**src/rtl/lfsr_dcnt_param.sv**
```systemverilog
`default_nettype none
// +----------------------------------------------------------------------------+
// | lfsr_dcnt_param: Johnson/LFSR shift counter with load, reload and TC pulse |
// | Rev 1.0                                                                    |
// +----------------------------------------------------------------------------+
module lfsr_dcnt_param #(
  parameter int                 WIDTH = 6,
  parameter logic [WIDTH-1:0]   POLY  = WIDTH'(6'b000011)
) (
  input  logic             clk,
  input  logic             reset,
  input  logic [WIDTH-1:0] data,
  input  logic [WIDTH-1:0] count_to,
  input  logic             load,
  input  logic             cen,
  input  logic             mode,
  input  logic             reload_en,
  output logic [WIDTH-1:0] count,
  output logic             tercnt,
  output logic             tc_pulse,
  output logic             lockup_err
);

  logic [WIDTH-1:0] r_count;
  logic             r_tc_pulse;
  logic             r_lockup_err;

  logic             w_tercnt;
  logic             w_all_ones;
  logic             w_fb;
  logic [WIDTH-1:0] w_step;

  assign w_tercnt   = (r_count == count_to);
  assign w_all_ones = &r_count;
  // XNOR feedback makes all-ones the stuck state, so all-zero stays a legal start
  assign w_fb       = mode ? ~^(r_count & POLY) : ~r_count[0];
  assign w_step     = {w_fb, r_count[WIDTH-1:1]};

  always_ff @(posedge clk) begin
    if (!reset) begin
      r_count      <= '0;
      r_tc_pulse   <= 1'b0;
      r_lockup_err <= 1'b0;
    end else begin
      r_tc_pulse <= cen && w_tercnt && !load;
      if (load) begin
        r_count      <= data;
        r_lockup_err <= 1'b0;
      end else if (cen && w_tercnt && reload_en) begin
        r_count <= data;
      end else if (cen && mode && w_all_ones) begin
        r_count      <= '0;
        r_lockup_err <= 1'b1;
      end else if (cen) begin
        r_count <= w_step;
      end
    end
  end

  assign count      = r_count;
  assign tercnt     = w_tercnt;
  assign tc_pulse   = r_tc_pulse;
  assign lockup_err = r_lockup_err;

endmodule
`default_nettype wire

```
**config.mk**
```make
export PLATFORM = sky130hd
export DESIGN_NAME = lfsr_dcnt_param
export DESIGN_NICKNAME = d
export VERILOG_FILES = /design/src/rtl/lfsr_dcnt_param.sv
export SDC_FILE = /design/constraint.sdc
export NUM_CORES = 1
export LEC_CHECK = 0
export ABC_CLOCK_PERIOD_IN_PS = 1700
export CAP_MARGIN = 20
export CORE_MARGIN = 2
export CORE_UTILIZATION = 39
export CTS_CLUSTER_DIAMETER = 100
export CTS_CLUSTER_SIZE = 40
export DETAILED_ROUTE_END_ITERATION = 6
export GPL_TIMING_DRIVEN = 0
export PLACE_DENSITY = 0.77
export SYNTH_ARGS = -nofsm -noshare
export SYNTH_HDL_FRONTEND = slang
export SYNTH_SLANG_ARGS = --single-unit
```
**constraint.sdc**
```tcl
create_clock -name clk -period 1.7 [get_ports clk]
set_input_delay 0.34 -clock clk [delete_from_list [all_inputs] [get_ports clk]]
set_output_delay 0.34 -clock clk [all_outputs]
set_load 0.01 [all_outputs]
```
==> results.rst <==
.. list-table::
   :header-rows: 1

   * - Metric
     - Value
   * - Total number of nets in the final design
     - roughly 120
   * - Fmax
     - approximately 600 MHz
   * - Mean post-synth cell area
     - around 8.8 um^2
   * - Class of the tightest hold or removal check
     - register to register
   * - Number of flops mapped to enable cells by yosys
     - 0
   * - Yosys Warn Count
     - 0
   * - Seq/Total Area, Yosys
     - roughly 28%
   * - Die width
     - around 43 um
   * - Synthesized Nets
     - 85
   * - Proportion of layout cells with a drive suffix above 1
     - between 20% and 30%
   * - DRC violations left
     - 0
   * - Drt total wl
     - roughly 1.8 mm
   * - Starting utilization of the core area
     - 43.0%
   * - Relative max-transition margin
     - a little under three quarters
   * - HPWL after detailed placement
     - around 1.1 mm
   * - Maximum cell stage delay along the critical path
     - approximately 0.53 ns
   * - Final hold viol count
     - 0
   * - Top flip-flop cell by instance count after synthesis
     - dfxtp_1
   * - Peak supply drop
     - approximately 0.00035 V
   * - Gr ovfl total
     - 0
   * - Final setup violation count
     - 0
   * - Height of the chip
     - roughly 43 um
   * - Clock skew
     - between 0.002 and 0.0025 ns
   * - Cells traversed along the worst timing path
     - buf_4 > clkdlybuf4s50_1
   * - Worst-margin pin slew
     - around 0.43 ns
   * - CP Launch Type
     - register
   * - Average wire length per cell after detail routing
     - 15.1 um
   * - H-tree Lvls
     - 1
   * - Count of cell types in the netlist
     - 25
   * - Drt first pass iters
     - 4
   * - Time the final worst path needs with I/O delays and setup
     - between 1.5 and 2 ns
   * - Arrival @ worst endpoint
     - 1.29 ns
   * - Hold buffers post-CTS
     - 0
   * - Site Rows
     - 13
   * - CP Data Required Time
     - 1.36 ns
   * - Initial antenna violation count
     - 0
   * - Area of the die
     - roughly 0.0018 mm^2
   * - Cell Area, Synth
     - between 500 and 600 um^2
   * - Number of top-level pins
     - 27
   * - Root cell of the clock tree
     - clkbuf_4
   * - Clock tree from TritonCTS
     - done
   * - Routability congestion estimate
     - 0.731
   * - Number of maximum-capacitance violations
     - 0
   * - Max-slew violation total from the final report
     - 0
   * - Area occupied by multi-input gates
     - between 400 and 500 um^2
   * - Global-route wire length before repair
     - between 2 and 3 mm
   * - RSZ-0062 raised after global routing
     - no
   * - Tot Pwr
     - a little under 0.6 mW
   * - Area added between synthesis and finish
     - 69.6%
   * - Setup CP Type
     - register to output port
   * - P_leak
     - roughly 0.38 nW
   * - Critical path's slowest cell
     - clkdlybuf4s50_1
   * - GR Util All Layers
     - between 10% and 20%
   * - Vias per cell
     - between 5 and 6
   * - Finished layout cell area
     - about 980 um^2
   * - Total inserted antenna cells
     - 0
   * - Number of synthesized register bits
     - 8
   * - Share of async-settable or async-resettable flops after synthesis
     - 0%
   * - Status
     - complete, no violations
   * - Hold Worst Slack
     - 0.446 ns
   * - Final cycle utilization of the critical path
     - between 90% and 100%
   * - Total CTS buffers
     - 3
   * - Pin count of the biggest net entering global routing
     - 11
   * - Post-Route Utilization
     - roughly 73%
   * - DRT antenna net count
     - 0
   * - Total vias in the final route
     - about 690
   * - 1st-iter DRT viols
     - 32
   * - Clock buffer depth
     - 2
   * - Kind of end point of the critical path
     - output port
   * - Count of fill cells added during filler insertion
     - roughly 110
   * - Vias in the first global route
     - 636
   * - Worst-skew pair later-pin latency
     - around 0.26 ns
   * - Largest fanout on the critical path
     - 4
   * - Placed inst area
     - 850 um^2
   * - Port bufs
     - 25
   * - Cells after synthesis
     - 66
   * - Reg clk slew, reported paths
     - ~0.050 ns
   * - Core area
     - 0.00135 mm^2
   * - Cell Pwr Density
     - 598 mW/mm^2
   * - FF+latch area
     - ~170 um^2
   * - Clock Sink Count
     - 8
==> what timing repair did <==
| item | in CTS | in global routing |
|---|---|---|
| resized for setup | 12 | 16 |
| pin swaps | 2 | 4 |
| hold endpoints to repair | 0 | 0 |
| buffers inserted | 5 | 3 |
| setup endpoints to repair | 2 | 7 |
==> per-stage QoR <==
stage / TNS [ns] / instances / setup slack, ns
after floorplan: 0 / 66 / 0.192
after global placement: -2.21 / 106 / -0.677
after detailed placement: -2.35 / 106 / -0.711
after CTS: 0 / 113 / 0.00165
after global routing: 0 / 116 / 0.0116
final: 0 / 116 / 0.0650
==> per-layer routing <==
layer,vias to the layer above,wire (um),track usage [%],part of all wire (%)
met2,45,869,32.0,50
met4,0,14,10.0,0.80
met3,2,129,2.59,7.4
met1,308,738,23.6,42
met5,-,0,0,0
li1,339,-,-,-
==> flip-flops by register name (all words and copies together), names as in the netlist <==
register and flops:
lockup_err 1, tc_pulse 1, count 6
==> layout make-up <==
| class | count | area share (%) |
|---|---|---|
| Clock buffer | 3 | 2.29 |
| Tap cell | 15 | 1.91 |
| Multi-Input combinational cell | 51 | 44.2 |
| Sequential cell | 8 | 17.4 |
| Timing Repair Buffer | 33 | 31.8 |
| Buffer | 4 | 1.65 |
| Inverter | 2 | 0.762 |
==> synthesized netlist by cell type (all sizes together), types with 2 or more instances <==
cell | number | share of area [%]
a22oi | 6 | 7.8
a31oi | 6 | 6.5
and4 | 3 | 4.5
buf | 2 | 2.6
clkbuf | 3 | 1.9
dfxtp | 8 | 28
inv | 2 | 1.3
nor4b | 6 | 9.1
o21ai | 6 | 5.2
o311ai | 6 | 9.1
or2 | 2 | 2.2
xnor2 | 4 | 6.0
xor2 | 2 | 4.3
==> worst max-delay path, delay by kind of cell (launching register included) <==
family | cells | cell delay (ns)
DFF | 1 | 0.37
buffers and inverters | 2 | 0.66
==> cells in the final DEF, fill, tap and decap left out, types with 2 or more instances in the layout <==
cell and count:
clkbuf_1 2, inv_1 2, dlymetal6s2s_1 4, buf_4 8, nor4b_1 5, a31oi_1 6, dfxtp_1 3, xor2_2 2
dfxtp_2 3, o21ai_0 6, xnor2_2 3, and4_1 3, dlygate4sd2_1 2, buf_2 2, clkbuf_4 3, o311ai_1 6
clkdlybuf4s50_1 18, dfxtp_4 2, a22oi_1 6
==> worst paths after layout <==
kind                                   end  startpoint  slack, ns  depth (start not counted)
worst max-delay path              count[4]    count[4]       0.07                          2
worst min-delay path            lockup_err  lockup_err       0.45                          2
worst max register to register    count[5]    count[0]       0.18                          5
worst min register to register  lockup_err  lockup_err       0.45                          2
==> cell families after synthesis <==
family	after synthesis	synth area share, %
XOR/XNOR	6	10.3
flip-flops	8	27.6
multiplexers	1	1.72
AO/OA/AOI/OAI	27	32.1
buffers and inverters	7	5.82
AND/OR/NAND/NOR	16	20.3
adder cells (fa/ha/maj)	1	2.15
==> power breakdown <==
part	switching [mW]	leakage (nW)	internal, mW	total, mW
Sequential	0.0191	0.0680	0.200	0.219
Clock	0.0727	0.0138	0.0813	0.154
Combinational	0.0947	0.294	0.121	0.215
Total	0.186	0.376	0.402	0.589
Note: power is estimated with default switching activity, not from simulation.
